File: config.mk
export PLATFORM = sky130hd
export DESIGN_NAME = game_round_ctrl_flat
export DESIGN_NICKNAME = d
export VERILOG_FILES = /design/src/rtl/game_round_ctrl_if.sv /design/src/rtl/game_round_ctrl.sv /design/src/flat_wrapper.sv
export SDC_FILE = /design/constraint.sdc
export NUM_CORES = 1
export LEC_CHECK = 0
export ABC_AREA = 1
export BUFFER_PORTS_ARGS = -buffer_cell sky130_fd_sc_hd__buf_2
export CAP_MARGIN = 5
export CORE_AREA = 2 2 65 128
export DETAILED_ROUTE_END_ITERATION = 7
export DIE_AREA = 0 0 67 130
export GPL_TIMING_DRIVEN = 0
export PLACE_DENSITY = 0.75
export SLEW_MARGIN = 20
export SYNTH_ARGS = -nofsm -noshare
export SYNTH_HDL_FRONTEND = slang
export SYNTH_SLANG_ARGS = --single-unit
File: constraint.sdc
create_clock -name clock -period 4.7 [get_ports clock]
set_input_delay 0.94 -clock clock [delete_from_list [all_inputs] [get_ports clock]]
set_output_delay 0.94 -clock clock [all_outputs]
set_load 0.03 [all_outputs]
File: src/rtl/game_round_ctrl_if.sv
// rtl/game_round_ctrl_if.sv - input/output bundle between round controller and its neighbours
//
// Ports carried:
//   start_btn, score_increment : level inputs from the button and claw sensor
//   time_left, score           : countdown and round score for the LED display
//   high_score, new_high       : best completed-round score and its update pulse
//   game_active, game_over     : round phase indicators
// Modports: master drives the inputs and observes the outputs; slave is the controller.
interface game_round_ctrl_if #(
    parameter int TIME_W  = 16,
    parameter int SCORE_W = 16
);
    logic               start_btn;
    logic               score_increment;
    logic [TIME_W-1:0]  time_left;
    logic [SCORE_W-1:0] score;
    logic [SCORE_W-1:0] high_score;
    logic               game_active;
    logic               game_over;
    logic               new_high;

    modport master (
        output start_btn, score_increment,
        input  time_left, score, high_score, game_active, game_over, new_high
    );

    modport slave (
        input  start_btn, score_increment,
        output time_left, score, high_score, game_active, game_over, new_high
    );
endinterface

File: src/rtl/game_round_ctrl.sv
// rtl/game_round_ctrl.sv - crane game round controller: state machine, seconds countdown, saturating score
//
// Ports:
//   clock : system clock, rising edge
//   reset : synchronous active-high reset
//   bus   : game_round_ctrl_if.slave (start_btn, score_increment in;
//           time_left, score, high_score, game_active, game_over, new_high out)
// Optional feature: define HIGH_SCORE_EN to build the high-score register and new_high pulse;
// otherwise high_score and new_high are tied to 0.
module game_round_ctrl #(
    parameter int CLK_HZ       = 100_000_000,
    parameter int GAME_SECONDS = 60,
    parameter int TIME_W       = 16,
    parameter int SCORE_W      = 16
) (
    input  logic              clock,
    input  logic              reset,
    game_round_ctrl_if.slave  bus
);
    localparam int PRE_W = (CLK_HZ > 1) ? $clog2(CLK_HZ) : 1;
    localparam logic [PRE_W-1:0]  PRE_MAX  = PRE_W'(CLK_HZ - 1);
    localparam logic [TIME_W-1:0] TIME_INI = TIME_W'(GAME_SECONDS);

    typedef enum logic [1:0] {IDLE, PLAYING, OVER} state_t;

    state_t             state, state_next;
    logic               start_prev, score_prev;
    logic [PRE_W-1:0]   presc;
    logic [TIME_W-1:0]  time_left_q;
    logic [SCORE_W-1:0] score_q;
    logic [SCORE_W-1:0] score_sat;

    logic start_rise, score_rise, wrap, last_wrap;

    assign start_rise = bus.start_btn & ~start_prev;
    assign score_rise = bus.score_increment & ~score_prev;
    assign wrap       = (presc == PRE_MAX);
    assign last_wrap  = (state == PLAYING) && wrap && (time_left_q == TIME_W'(1));
    assign score_sat  = (score_q == '1) ? score_q : score_q + SCORE_W'(1);

`ifdef HIGH_SCORE_EN
    logic [SCORE_W-1:0] high_q;
    logic               new_high_q;
    logic [SCORE_W-1:0] score_final;

    // The catch on the final-wrap cycle belongs to the round, so compare the updated score.
    assign score_final = score_rise ? score_sat : score_q;
`endif

    // State register
    always_ff @(posedge clock) begin
        if (reset) begin
            state <= IDLE;
        end else begin
            state <= state_next;
        end
    end

    // Next-state logic
    always_comb begin
        state_next = state;
        case (state)
            IDLE, OVER: if (start_rise) state_next = PLAYING;
            PLAYING:    if (last_wrap)  state_next = OVER;
            default:    state_next = IDLE;
        endcase
    end

    // Datapath: edge detectors, prescaler, countdown, score, high score
    always_ff @(posedge clock) begin
        if (reset) begin
            // prev loads 1 so an input held high through reset does not register a rise
            start_prev  <= 1'b1;
            score_prev  <= 1'b1;
            presc       <= '0;
            time_left_q <= TIME_INI;
            score_q     <= '0;
`ifdef HIGH_SCORE_EN
            high_q      <= '0;
            new_high_q  <= 1'b0;
`endif
        end else begin
            start_prev <= bus.start_btn;
            score_prev <= bus.score_increment;
`ifdef HIGH_SCORE_EN
            new_high_q <= 1'b0;
`endif
            case (state)
                PLAYING: begin
                    presc <= wrap ? '0 : presc + PRE_W'(1);
                    if (wrap && time_left_q != '0) begin
                        time_left_q <= time_left_q - TIME_W'(1);
                    end
                    if (score_rise) begin
                        score_q <= score_sat;
                    end
`ifdef HIGH_SCORE_EN
                    if (last_wrap && score_final > high_q) begin
                        high_q     <= score_final;
                        new_high_q <= 1'b1;
                    end
`endif
                end
                default: begin
                    if (start_rise) begin
                        presc       <= '0;
                        time_left_q <= TIME_INI;
                        score_q     <= '0;
                    end
                end
            endcase
        end
    end

    // Outputs: decoded from registered state and registered datapath values only
    always_comb begin
        bus.game_active = (state == PLAYING);
        bus.game_over   = (state == OVER);
        bus.time_left   = time_left_q;
        bus.score       = score_q;
`ifdef HIGH_SCORE_EN
        bus.high_score  = high_q;
        bus.new_high    = new_high_q;
`else
        bus.high_score  = '0;
        bus.new_high    = 1'b0;
`endif
    end
endmodule

File: src/flat_wrapper.sv
// flat-port wrapper written by rule: the top's interface ports become plain ports
module game_round_ctrl_flat 
#(
    parameter int CLK_HZ       = 100_000_000,
    parameter int GAME_SECONDS = 60,
    parameter int TIME_W       = 16,
    parameter int SCORE_W      = 16
)
  (clock, reset, bus_start_btn, bus_score_increment, bus_time_left, bus_score, bus_high_score, bus_game_active, bus_game_over, bus_new_high);
  game_round_ctrl_if #(.TIME_W(TIME_W), .SCORE_W(SCORE_W)) bus_i ();
  input  logic clock;
  input  logic reset;
  input wire logic [$bits(bus_i.start_btn)-1:0] bus_start_btn;
  input wire logic [$bits(bus_i.score_increment)-1:0] bus_score_increment;
  output wire logic [$bits(bus_i.time_left)-1:0] bus_time_left;
  output wire logic [$bits(bus_i.score)-1:0] bus_score;
  output wire logic [$bits(bus_i.high_score)-1:0] bus_high_score;
  output wire logic [$bits(bus_i.game_active)-1:0] bus_game_active;
  output wire logic [$bits(bus_i.game_over)-1:0] bus_game_over;
  output wire logic [$bits(bus_i.new_high)-1:0] bus_new_high;
  assign bus_i.start_btn = bus_start_btn;
  assign bus_i.score_increment = bus_score_increment;
  assign bus_time_left = bus_i.time_left;
  assign bus_score = bus_i.score;
  assign bus_high_score = bus_i.high_score;
  assign bus_game_active = bus_i.game_active;
  assign bus_game_over = bus_i.game_over;
  assign bus_new_high = bus_i.new_high;
  game_round_ctrl #(.CLK_HZ(CLK_HZ), .GAME_SECONDS(GAME_SECONDS), .TIME_W(TIME_W), .SCORE_W(SCORE_W)) u_core (.clock(clock), .reset(reset), .bus(bus_i));
endmodule
==> Flow_metrics.wiki, run 1 <==
{| class="wikitable"
! Metric !! Value
|-
| Adder-cell share of the synthesized area || 0.01207
|-
| IR drop worst, VDD || around 0.20 mV
|-
| CTS Hold Buffers Added || 0
|-
| Reg2Reg Setup Slack || between 2 and 3 ns
|-
| TNS Setup || 0 ns
|-
| Signal arrival time at the worst endpoint || around 1.8 ns
|-
| Unrepaired setup endpoints after global routing || no
|-
| Maximum cell stage delay along the critical path || between 0.5 and 0.6 ns
|-
| Nature of the critical path endpoint || output pin
|-
| Cell breakdown of the critical path || inv_2, nor2_8, clkbuf_1, buf_2
|-
| Detailed Route WL || approximately 11 mm
|-
| Overflow left after global routing || 0
|-
| Starting utilization of the core area || 0.5299
|-
| First DRT Iteration DRCs || about 370
|-
| CP Data Required Time || between 3 and 4 ns
|-
| Overall via count from detail_route || between 4000 and 5000
|-
| Compound-Gate Fraction of Synth Area || 0.1107
|-
| Worst-margin pin slew || approximately 0.66 ns
|-
| Total global-route track usage || 0.2623
|-
| Number of global-route vias before repair || slightly below 4000
|-
| Max-slew violation count || 0
|-
| Post-Synthesis Cells || around 670
|-
| Simple-gate portion of the synthesized area || 0.4531
|-
| Area of all placed cells without fillers || 0.004800 sq mm
|-
| Synthesized area divided by synthesized cell count || between 6 and 7 sq um
|-
| Type of the setup path with the least slack || flop to output pin
|-
| Count of state elements after synthesis || 63
|-
| Timing-limited maximum frequency || roughly 360 MHz
|-
| Root Driver || sky130_fd_sc_hd__clkbuf_16
|-
| Power density normalized to cell area || 277.1 mW/mm^2
|-
| CP Capture Point || bus_game_active
|-
| Via count normalized by instance count || approximately 5.2
|-
| Area share of the largest cell type after synthesis || 0.3041
|-
| Highest-count cells in the layout ignoring fill and taps || sky130_fd_sc_hd__nand2_1 (198), sky130_fd_sc_hd__nor2_1 (100), sky130_fd_sc_hd__nand3_1 (67), sky130_fd_sc_hd__dfxtp_1 (63), sky130_fd_sc_hd__inv_1 (58)
|-
| Nets || roughly 740
|-
| Clock Skew || 0.006628 ns
|-
| Worst setup path start || u_core.state[0]
|-
| Die Outline Area || between 0.008 and 0.009 sq mm
|-
| Crit path time final || approximately 2.8 ns
|-
| Placed wire-length estimate after detailed placement || between 7 and 8 mm
|-
| Cell area after technology mapping || between 0.004 and 0.005 sq mm
|-
| Number of distinct library cells after synthesis || 38
|-
| Launching element type of the critical path || flop
|-
| Maximum number of pins on one net before global-route repair || 11
|-
| Die width || 67 um
|-
| Row count || 46
|-
| Count of maximum capacitance violations || 0
|-
| Share of the clock period used by the worst path after layout || 0.5876
|-
| Overall die height || between 100 and 150 um
|-
| Number of antenna repair diodes || 0
|-
| CTS tree || yes
|-
| Static Leak || around 1.9 nW
|-
| DRC Markers || 0
|-
| Cell type contributing the most total cell area after synthesis || sky130_fd_sc_hd__dfxtp_1
|-
| Portion of netlist area occupied by mux cells || 0
|-
| Area added between synthesis and finish || 15.72%
|-
| Total of warnings raised by yosys || 0
|-
| Setup repair bufs after CTS || 0
|-
| Detailed-route wire length per cell || ~13 um
|-
| CP max stage cell || sky130_fd_sc_hd__clkbuf_1
|-
| Logic depth of the worst register-to-register path || 11
|-
| Standard cell core area || a little under 0.008 sq mm
|-
| Xor and xnor fraction of the mapped netlist area || 0.006335
|-
| Finish-stage setup viols || 0
|-
| Biggest area contributors in the synthesized netlist || sky130_fd_sc_hd__dfxtp_1 (30%), sky130_fd_sc_hd__nand2_1 (18%), sky130_fd_sc_hd__nor2_1 (9.0%), sky130_fd_sc_hd__nand3_1 (8.1%), sky130_fd_sc_hd__a21oi_1 (6.2%)
|-
| # fillers || 768
|-
| Fraction of the yosys area taken by sequential cells || 0.3041
|-
| RePlAce Congestion || approximately 0.95
|-
| Type of the most critical hold path || flop to flop
|-
| Dominant combinational cell family by area after synthesis || simple AND/OR/NAND/NOR gates
|-
| Number of input and output port buffers inserted || 36
|-
| Instance area at placement || ~0.0045 sq mm
|-
| Worst-skew pair later-pin latency || approximately 0.33 ns
|-
| Wire length of the first global-routing pass || 17.72 mm
|-
| Final Hold Viols || 0
|-
| Commonest non-fill, non-tap cell in the layout || sky130_fd_sc_hd__nand2_1
|-
| Clock buffer depth || 2
|-
| Pre-antenna DRT Iters || 8
|-
| Headroom to the max-slew limit || 0.5622
|-
| H-tree level count || 3
|-
| Cts repair resizes || 0
|-
| Start of the worst register-to-register path || u_core.bus.score[0]
|-
| Biggest fanout along the worst timing path || 10
|-
| Clock transition time at the flip-flop clock pins of the worst setup and hold paths || approximately 0.050 ns
|-
| Layout cells sized above 1 || 0.1622
|-
| Number of top-level design ports || 55
|-
| Number of antenna violations at the first check in global routing || 0
|-
| Outcome || completed
|-
| Total clock buffers created by CTS || 9
|-
| Sink Count || between 60 and 70
|-
| Reg-to-reg endpoint || u_core.bus.score[12]
|-
| Post-DRT Antenna Nets || 0
|}
[worst min path at each step]
stage                                     end           startpoint  cells after the start
after CTS                 u_core.bus.score[7]  u_core.bus.score[7]                      2
after detailed placement  u_core.bus.score[7]  u_core.bus.score[7]                      2
final                     u_core.bus.score[7]  u_core.bus.score[7]                      2
after global routing          u_core.presc[1]      u_core.presc[1]                      2
after global placement        u_core.presc[1]      u_core.presc[1]                      2
after floorplan               u_core.presc[1]      u_core.presc[1]                      2
[registers in the layout, summed over array words and instances, names as in the netlist]
signal	flops
u_core.presc	27
u_core.bus.score	16
u_core.bus.time_left	16
u_core.state	2
u_core.score_prev	1
u_core.start_prev	1
[kinds of logic (layout without fill, tap and decap cells)]
group / after synthesis / count (layout)
xor gates and xnor gates: 3 / 3
buffers and inverters: 97 / 149
and+or+nand+nor: 423 / 423
other: 1 / 17
AOI/OAI and AO/OA: 81 / 81
adders and majority gates: 4 / 4
DFF: 63 / 63
[final cells by class]
type                    instances  area (sq um)  share of cell area
clock buffers                  12         246.5             0.05136
plain buffers                  33         225.2             0.04692
clock inverters                 4         45.04            0.009385
well taps                      96         120.1             0.02503
inverters                      64         242.7             0.05057
repair buffers                 36         180.2             0.03754
flip-flops and latches         63          1261              0.2628
multi-input cells             528          2479              0.5164
[cells in the mapped netlist]
| master | number |
|---|---|
| sky130_fd_sc_hd__a21oi_1 | 51 |
| sky130_fd_sc_hd__a21oi_2 | 3 |
| sky130_fd_sc_hd__a21oi_4 | 1 |
| sky130_fd_sc_hd__a31o_2 | 1 |
| sky130_fd_sc_hd__and2_1 | 1 |
| sky130_fd_sc_hd__buf_2 | 2 |
| sky130_fd_sc_hd__buf_4 | 18 |
| sky130_fd_sc_hd__buf_6 | 4 |
| sky130_fd_sc_hd__clkbuf_1 | 8 |
| sky130_fd_sc_hd__clkbuf_2 | 1 |
| sky130_fd_sc_hd__clkinv_1 | 1 |
| sky130_fd_sc_hd__conb_1 | 1 |
| sky130_fd_sc_hd__dfxtp_1 | 63 |
| sky130_fd_sc_hd__ha_1 | 4 |
| sky130_fd_sc_hd__inv_1 | 58 |
| sky130_fd_sc_hd__inv_2 | 4 |
| sky130_fd_sc_hd__inv_4 | 1 |
| sky130_fd_sc_hd__nand2_1 | 198 |
| sky130_fd_sc_hd__nand2_2 | 10 |
| sky130_fd_sc_hd__nand2_4 | 4 |
| sky130_fd_sc_hd__nand3_1 | 67 |
| sky130_fd_sc_hd__nand3b_1 | 2 |
| sky130_fd_sc_hd__nand4_1 | 10 |
| sky130_fd_sc_hd__nor2_1 | 100 |
| sky130_fd_sc_hd__nor2_2 | 11 |
| sky130_fd_sc_hd__nor2_4 | 5 |
| sky130_fd_sc_hd__nor2_8 | 1 |
| sky130_fd_sc_hd__nor3_1 | 9 |
| sky130_fd_sc_hd__nor3_4 | 1 |
| sky130_fd_sc_hd__nor3b_1 | 2 |
| sky130_fd_sc_hd__o211ai_1 | 1 |
| sky130_fd_sc_hd__o21ai_0 | 15 |
| sky130_fd_sc_hd__o21ai_2 | 1 |
| sky130_fd_sc_hd__o21bai_1 | 6 |
| sky130_fd_sc_hd__o31ai_1 | 1 |
| sky130_fd_sc_hd__o32ai_1 | 1 |
| sky130_fd_sc_hd__or2_2 | 2 |
| sky130_fd_sc_hd__xor2_1 | 3 |
[stage by stage]
stage	setup WS (ns)	instances	total power, mW	hold slack (ns)	util
after floorplan	2.698	688	0.6613	0.4624	-
after global placement	2.289	820	0.6913	0.4760	0.5759
after detailed placement	2.291	820	0.6918	0.4726	0.5759
after CTS	1.951	836	1.338	0.4805	0.6132
after global routing	1.865	836	1.369	0.5229	0.6132
final	1.938	836	1.330	0.4778	0.6132
[critical path: cells and delay by family (launching register included)]
family        cells  cell delay (ns)
buf+inv           3             0.93
simple gates      1             0.21
flops             1             0.36
[power by group]
group          switching, mW  leakage [nW]  internal [mW]  total [mW]
clock network          0.226         0.146          0.422       0.647
registers            0.00716         0.509          0.541       0.548
logic                 0.0973          1.26         0.0372       0.134
total                  0.330          1.92           1.00        1.33
[per-layer routing]
metal | track usage | vias to the layer above | wire length, um
met4 | 0.1333 | 0 | 448
met3 | 0.04655 | 31 | 560
met5 | 0 | - | 0
li1 | - | 2240 | -
met2 | 0.4129 | 142 | 5176
met1 | 0.3384 | 1938 | 4695
Note: power is estimated with default switching activity, not from simulation.
==> run 2: changes to the inputs <==
Settings changed: CORE_AREA 2 2 65 128 to 2 2 66 131, DIE_AREA 0 0 67 130 to 0 0 68 133.
Clock period 4.7 ns to 2.25 ns, I/O delays scaled along.
==> run 2 against run 1 <==
Effect of this change: sequential power up 110%; die area up 3.8%; power up 130%; register-to-register slack worse by 2.4 ns; setup slack worse by 1.6 ns; global-route usage down 1.0 points; hold slack worse by 0.17 ns; largest cell class unchanged; design area up 1.1%; critical path depth up 7; critical path type is now flop to flop.
==> Flow_metrics.wiki, run 2 (synthesis results as in run 1) <==
{| class="wikitable"
! Metric !! Value
|-
| Outcome || completed (unchanged)
|-
| Logic depth of the worst register-to-register path || 11 (unchanged)
|-
| Number of top-level design ports || 55 (unchanged)
|-
| Power consumption || 3.035 mW (was 1.330 mW)
|-
| Overall die height || 133 um (was 130 um)
|-
| CTS tree || yes (unchanged)
|-
| CP max stage cell || sky130_fd_sc_hd__dfxtp_1 (was sky130_fd_sc_hd__clkbuf_1)
|-
| Power density normalized to cell area || 625.3 mW/mm^2 (was 277.1 mW/mm^2)
|-
| Area added between synthesis and finish || 17.01% (was 15.72%)
|-
| First DRT Iteration DRCs || 327 (was 369)
|-
| Share of the clock period used by the worst path after layout || 0.8544
|-
| Switching Fraction || 0.2375 (was 0.2481)
|-
| Sequential share of power || 0.377 (was 0.412)
|-
| Max-slew violation count || 0 (unchanged)
|-
| Cell breakdown of the critical path || ha_1, nand2_1, nor2_4, nand2_2, nor2_4, nand2_2, nand2_4, nand2_4, buf_6, a21oi_1, nor2_1 (was inv_2, nor2_8, clkbuf_1, buf_2)
|-
| H-tree level count || 3 (unchanged)
|-
| Register bank with the most flops || u_core.presc (unchanged)
|-
| Maximum number of pins on one net before global-route repair || 19 (was 11)
|-
| Detailed-route wire length per cell || 12.79 um (was 13.02 um)
|-
| Highest-count cells in the layout ignoring fill and taps || sky130_fd_sc_hd__nand2_1 (198), sky130_fd_sc_hd__nor2_1 (100), sky130_fd_sc_hd__nand3_1 (67), sky130_fd_sc_hd__dfxtp_1 (63), sky130_fd_sc_hd__inv_1 (58) (unchanged)
|-
| CTS Hold Buffers Added || 0 (unchanged)
|-
| Number of input and output port buffers inserted || 36 (unchanged)
|-
| Unrepaired setup endpoints after global routing || no (unchanged)
|-
| Starting utilization of the core area || 0.5111 (was 0.5299)
|-
| Worst hold slack || 0.3088 ns (was 0.4778 ns)
|-
| Nature of the critical path endpoint || flop (was output pin)
|-
| TNS Setup || 0 ns (unchanged)
|-
| Sink Count || 63 (unchanged)
|-
| Internal cell power || 2.314 mW (was 1.000 mW)
|-
| WHS Path Cells || 3 (was 2)
|-
| Type of the setup path with the least slack || flop to flop (was flop to output pin)
|-
| Combinational share of power || 0.092 (was 0.101)
|-
| Switching power || 0.7207 mW (was 0.3300 mW)
|-
| Static Leak || 1.938 nW (was 1.917 nW)
|-
| Cts repair resizes || 0 (unchanged)
|-
| Reg2Reg Setup Slack || 0.33 ns (was 2.76 ns)
|-
| Start of the worst register-to-register path || u_core.bus.score[0] (unchanged)
|-
| Total clock buffers created by CTS || 9 (unchanged)
|-
| Clock transition time at the flip-flop clock pins of the worst setup and hold paths || 0.05 ns (about the same)
|-
| Reg-to-reg endpoint || u_core.bus.score[13] (was u_core.bus.score[12])
|-
| Worst-margin pin slew || 0.6757 ns (was 0.6567 ns)
|-
| Maximum cell stage delay along the critical path || 0.45 ns (was 0.54 ns)
|-
| IR drop worst, VDD || 0.4632 mV (was 0.2008 mV)
|-
| Layout cells sized above 1 || 0.1651 (was 0.1622)
|-
| Die Outline Area || 0.009044 sq mm (was 0.008710 sq mm)
|-
| Post-DRT Antenna Nets || 0 (unchanged)
|-
| Wire length of the first global-routing pass || 17.74 mm (was 17.72 mm)
|-
| Clock network fraction of design power || 0.530 (was 0.487)
|-
| Die width || 68 um (was 67 um)
|-
| Launching element type of the critical path || flop (unchanged)
|-
| Commonest non-fill, non-tap cell in the layout || sky130_fd_sc_hd__nand2_1 (unchanged)
|-
| Detailed Route WL || 10.70 mm (was 10.88 mm)
|-
| Number of antenna repair diodes || 0 (unchanged)
|-
| Signal arrival time at the worst endpoint || 2.14 ns (was 1.82 ns)
|-
| Overflow left after global routing || 0 (unchanged)
|-
| Row count || 47 (was 46)
|-
| Setup repair bufs after CTS || 0 (unchanged)
|-
| Overall via count from detail_route || 4355 (was 4351)
|-
| Area of all placed cells without fillers || 0.004853 sq mm (was 0.004800 sq mm)
|-
| Root Driver || sky130_fd_sc_hd__clkbuf_16 (unchanged)
|-
| Timing-limited maximum frequency || 520.2 MHz
|-
| CP Capture Point || u_core.bus.score[13] (was bus_game_active)
|-
| Crit path time final || a little under 2 ns
|-
| Flip-flop count of the largest register after layout || 27 (unchanged)
|-
| Count of maximum capacitance violations || 0 (unchanged)
|-
| Total placed cells including tap cells || 822 (was 820)
|-
| Biggest fanout along the worst timing path || 10 (unchanged)
|-
| Final cell count without fillers || 837 (was 836)
|-
| Standard cell core area || 0.008115 sq mm (was 0.007828 sq mm)
|-
| DRC Markers || 0 (unchanged)
|-
| # fillers || 800 (was 768)
|-
| Via count normalized by instance count || 5.203 (was 5.205)
|-
| Finish-stage setup viols || 0 (unchanged)
|-
| Final Hold Viols || 0 (unchanged)
|-
| Instance area at placement || 0.004511 sq mm (was 0.004508 sq mm)
|-
| Pre-antenna DRT Iters || 5 (was 8)
|-
| Type of the most critical hold path || input pin to flop (was flop to flop)
|-
| Number of global-route vias before repair || 3816 (was 3880)
|-
| CP Data Required Time || 2.47 ns (was 3.76 ns)
|-
| Total global-route track usage || 0.2518 (was 0.2623)
|-
| RePlAce Congestion || 0.9534 (was 0.9518)
|-
| Clock Skew || 0.006713 ns (was 0.006628 ns)
|-
| Nets || 742 (was 743)
|-
| Placed wire-length estimate after detailed placement || 7.934 mm (was 7.981 mm)
|-
| Worst-skew pair later-pin latency || 0.33 ns (about the same)
|-
| Clock buffer depth || 2 (unchanged)
|-
| Headroom to the max-slew limit || 0.5496 (was 0.5622)
|-
| Worst setup path start || u_core.bus.score[0] (was u_core.state[0])
|-
| Number of antenna violations at the first check in global routing || 0 (unchanged)
|}
==> run 2: worst min path at each step <==
stage                              startpoint                   to  slack [ns]
after CTS                       bus_start_btn    u_core.start_prev        0.31
final                           bus_start_btn    u_core.start_prev        0.31
after floorplan               u_core.presc[1]      u_core.presc[1]        0.46
after global routing            bus_start_btn    u_core.start_prev        0.32
after global placement        u_core.presc[1]      u_core.presc[1]        0.48
after detailed placement  u_core.bus.score[7]  u_core.bus.score[7]        0.48
==> run 2: power by group through the flow <==
stage	clock network (mW)	registers (mW)	logic [mW]
finish	1.61	1.15	0.280
global route	1.68	1.15	0.304
CTS	1.63	1.15	0.279
detailed placement	0	1.17	0.279
global placement	0	1.17	0.276
floorplan	0	1.18	0.198
==> run 2: layout make-up <==
| cell class | instances | area [sq um] | area share |
|---|---|---|---|
| clock inverter | 6 | 107.6 | 0.02217 |
| clock buffer | 10 | 239.0 | 0.04924 |
| buffer | 32 | 221.5 | 0.04563 |
| timing repair buffer | 36 | 180.2 | 0.03712 |
| sequential | 63 | 1261 | 0.2599 |
| multi-input combinational | 528 | 2479 | 0.5107 |
| inverter | 64 | 242.7 | 0.05001 |
| tap | 98 | 122.6 | 0.02526 |
==> run 2: metrics by stage <==
step / setup slack [ns] / utilization
after detailed placement: 0.3177 / 0.5558
after CTS: 0.3323 / 0.5981
final: 0.3277 / 0.5981
after global placement: 0.3600 / 0.5558
after global routing: 0.1813 / 0.5981
after floorplan: 0.3777 / -
==> run 2: per-layer routing <==
metal,wire [um],vias to the layer above,part of all wire,GRT usage
met2,5115,126,0.48,0.3770
met3,594,29,0.055,0.04677
met4,369,0,0.034,0.1278
met5,0,-,0,0
li1,-,2248,-,-
met1,4624,1952,0.43,0.3374
==> run 2: worst max-delay path: cells and delay by family (launching register included) <==
family / cells / cell delay [ns]
adders and majority gates: 1 / 0.21
AOI/OAI and AO/OA: 1 / 0.12
buffers and inverters: 1 / 0.16
DFF: 1 / 0.45
and+or+nand+nor: 8 / 0.88
==> run 3: changes to the inputs <==
Settings changed: PLACE_DENSITY 0.75 to 0.8.
==> run 3 against run 2 <==
Effect of this change: fmax up 0.29%; critical path type unchanged; via count up 0.57%; first-iteration DRC count up 7.0%; sequential cell count unchanged; highest routed layer unchanged; clock skew up 0.0044 ns; die area unchanged; final cell count down 0.12%; combinational power about the same.
==> Flow_metrics.wiki, run 3 (synthesis results as in run 1) <==
{| class="wikitable"
! Metric !! Value
|-
| Outcome || completed (unchanged)
|-
| WHS Endpoint || u_core.start_prev (unchanged)
|-
| Type of the most critical hold path || input pin to flop (unchanged)
|-
| Start of the worst register-to-register path || u_core.presc[1] (was u_core.bus.score[0])
|-
| Finish-stage setup viols || 0 (unchanged)
|-
| Crit path time final || 1.917 ns (was 1.922 ns)
|-
| Unrepaired setup endpoints after global routing || no (unchanged)
|-
| Area added between synthesis and finish || 16.65% (was 17.01%)
|-
| Logic depth of the worst register-to-register path || 11 (unchanged)
|-
| Reg-to-reg endpoint || u_core.presc[1] (was u_core.bus.score[13])
|-
| Final WS setup || 0.3332 ns (was 0.3277 ns)
|-
| RePlAce Congestion || 1.006 (was 0.9534)
|-
| Power consumption || 2.968 mW (was 3.035 mW)
|-
| Timing-limited maximum frequency || 521.7 MHz (was 520.2 MHz)
|-
| Final Hold Viols || 0 (unchanged)
|-
| Headroom to the max-slew limit || 0.5222 (was 0.5496)
|-
| Overall die height || 133 um (unchanged)
|-
| Number of antenna violations at the first check in global routing || 0 (unchanged)
|-
| Count of maximum capacitance violations || 0 (unchanged)
|-
| Die width || 68 um (unchanged)
|-
| Worst-margin pin slew || 0.7167 ns (was 0.6757 ns)
|-
| IR drop worst, VDD || 0.3881 mV (was 0.4632 mV)
|-
| Detailed-route wire length per cell || 12.76 um (was 12.79 um)
|-
| Standard cell core area || 0.008115 sq mm (unchanged)
|-
| Clock buffer depth || 2 (unchanged)
|-
| Launching element type of the critical path || flop (unchanged)
|-
| Highest-count cells in the layout ignoring fill and taps || sky130_fd_sc_hd__nand2_1 (198), sky130_fd_sc_hd__nor2_1 (100), sky130_fd_sc_hd__nand3_1 (67), sky130_fd_sc_hd__dfxtp_1 (63), sky130_fd_sc_hd__inv_1 (58) (unchanged)
|-
| Area of all placed cells without fillers || 0.004838 sq mm (was 0.004853 sq mm)
|-
| Pre-antenna DRT Iters || 5 (unchanged)
|-
| Starting utilization of the core area || 0.5111 (unchanged)
|-
| Wire length of the first global-routing pass || 17.53 mm (was 17.74 mm)
|-
| Placed wire-length estimate after detailed placement || 7.830 mm (was 7.934 mm)
|-
| Register bank with the most flops || u_core.presc (unchanged)
|-
| Number of antenna repair diodes || 0 (unchanged)
|-
| CTS Hold Buffers Added || 0 (unchanged)
|-
| Start point of the worst hold path || bus_start_btn (unchanged)
|-
| Number of global-route vias before repair || 3920 (was 3816)
|-
| Flip-flop count of the largest register after layout || 27 (unchanged)
|-
| Signal arrival time at the worst endpoint || 2.17 ns (was 2.14 ns)
|-
| First DRT Iteration DRCs || 350 (was 327)
|-
| Sink Count || 63 (unchanged)
|-
| Max-slew violation count || 0 (unchanged)
|-
| Dpl ws || 0.3170 ns (was 0.3177 ns)
|-
| Number of input and output port buffers inserted || 36 (unchanged)
|-
| Static Leak || 1.934 nW (was 1.938 nW)
|-
| Nets || 742 (unchanged)
|-
| Biggest fanout along the worst timing path || 10 (unchanged)
|-
| Root Driver || sky130_fd_sc_hd__clkbuf_16 (unchanged)
|-
| DRC Markers || 0 (unchanged)
|-
| Via count normalized by instance count || 5.239 (was 5.203)
|-
| WHS Path Cells || 3 (unchanged)
|-
| Overall via count from detail_route || 4380 (was 4355)
|-
| Row count || 47 (unchanged)
|-
| Clock transition time at the flip-flop clock pins of the worst setup and hold paths || 0.05 ns (about the same)
|-
| Final Core Density || 0.5962 (was 0.5981)
|-
| Total global-route track usage || 0.2479 (was 0.2518)
|-
| H-tree level count || 3 (unchanged)
|-
| Type of the setup path with the least slack || flop to flop (unchanged)
|-
| Post-DRT Antenna Nets || 0 (unchanged)
|-
| CTS tree || yes (unchanged)
|-
| Die Outline Area || 0.009044 sq mm (unchanged)
|-
| Setup repair bufs after CTS || 0 (unchanged)
|-
| Clock Skew || 0.01111 ns (was 0.006713 ns)
|-
| Nature of the critical path endpoint || flop (unchanged)
|-
| Instance area at placement || 0.004511 sq mm (unchanged)
|-
| TNS Setup || 0 ns (unchanged)
|-
| Cts repair resizes || 0 (unchanged)
|-
| Worst-skew pair later-pin latency || 0.33 ns (about the same)
|-
| Maximum number of pins on one net before global-route repair || 19 (unchanged)
|-
| Overflow left after global routing || 0 (unchanged)
|-
| Commonest non-fill, non-tap cell in the layout || sky130_fd_sc_hd__nand2_1 (unchanged)
|-
| Share of the clock period used by the worst path after layout || 0.8519 (was 0.8544)
|-
| Detailed Route WL || 10.67 mm (was 10.70 mm)
|-
| Number of top-level design ports || 55 (unchanged)
|-
| CP Data Required Time || 2.51 ns (was 2.47 ns)
|-
| Total clock buffers created by CTS || 9 (unchanged)
|-
| Power density normalized to cell area || 613.5 mW/mm^2 (was 625.3 mW/mm^2)
|-
| Layout cells sized above 1 || 0.1640 (was 0.1651)
|-
| Reg2Reg Setup Slack || 0.33 ns (about the same)
|}
[run 3: area by class of cell]
cell class | count | area, sq um
flip-flops and latches | 63 | 1261
fillers | 765 | 3277
plain buffers | 32 | 221.5
multi-input cells | 528 | 2479
well taps | 98 | 122.6
repair buffers | 36 | 180.2
inverters | 64 | 242.7
clock buffers | 12 | 266.5
clock inverters | 3 | 65.06
[run 3: worst max-delay path by stage]
stage,end,cells after the start,from
global placement,bus_game_active,4,u_core.state[0]
CTS,u_core.presc[9],8,u_core.state[0]
global route,u_core.presc[23],11,u_core.presc[1]
detailed placement,bus_game_active,4,u_core.state[0]
finish,u_core.presc[1],11,u_core.presc[1]
floorplan,u_core.bus.score[15],11,u_core.bus.score[0]
[run 3: routing by layer]
layer,up-vias,track usage,part of all wire
met3,29,0.05272,0.054
li1,2244,-,-
met2,123,0.3964,0.50
met5,-,0,0
met1,1984,0.3032,0.41
met4,0,0.1256,0.033
[run 3: power by group]
| group | switching, mW | total (mW) | internal, mW |
|---|---|---|---|
| clock network | 0.494 | 1.54 | 1.05 |
| logic | 0.200 | 0.278 | 0.0775 |
| registers | 0.0153 | 1.15 | 1.13 |
| total | 0.709 | 2.97 | 2.26 |
[run 3: through the flow]
stage,hold slack (ns),std cells
final,0.2997,836
after CTS,0.2963,836
after detailed placement,0.4917,822
after global routing,0.3134,836
after global placement,0.4705,822
after floorplan,0.4624,688
[run 3: worst max-delay path: stages (launching register included)]
cell	delay [ns]
sky130_fd_sc_hd__dfxtp_1	0.33
sky130_fd_sc_hd__ha_1	0.22
sky130_fd_sc_hd__nand2_2	0.11
sky130_fd_sc_hd__nor2_4	0.06
sky130_fd_sc_hd__nand2_2	0.10
sky130_fd_sc_hd__inv_1	0.09
sky130_fd_sc_hd__nand2_1	0.07
sky130_fd_sc_hd__nor2_1	0.04
sky130_fd_sc_hd__nor2_2	0.32
sky130_fd_sc_hd__buf_4	0.27
sky130_fd_sc_hd__nand2_1	0.08
sky130_fd_sc_hd__a21oi_1	0.14
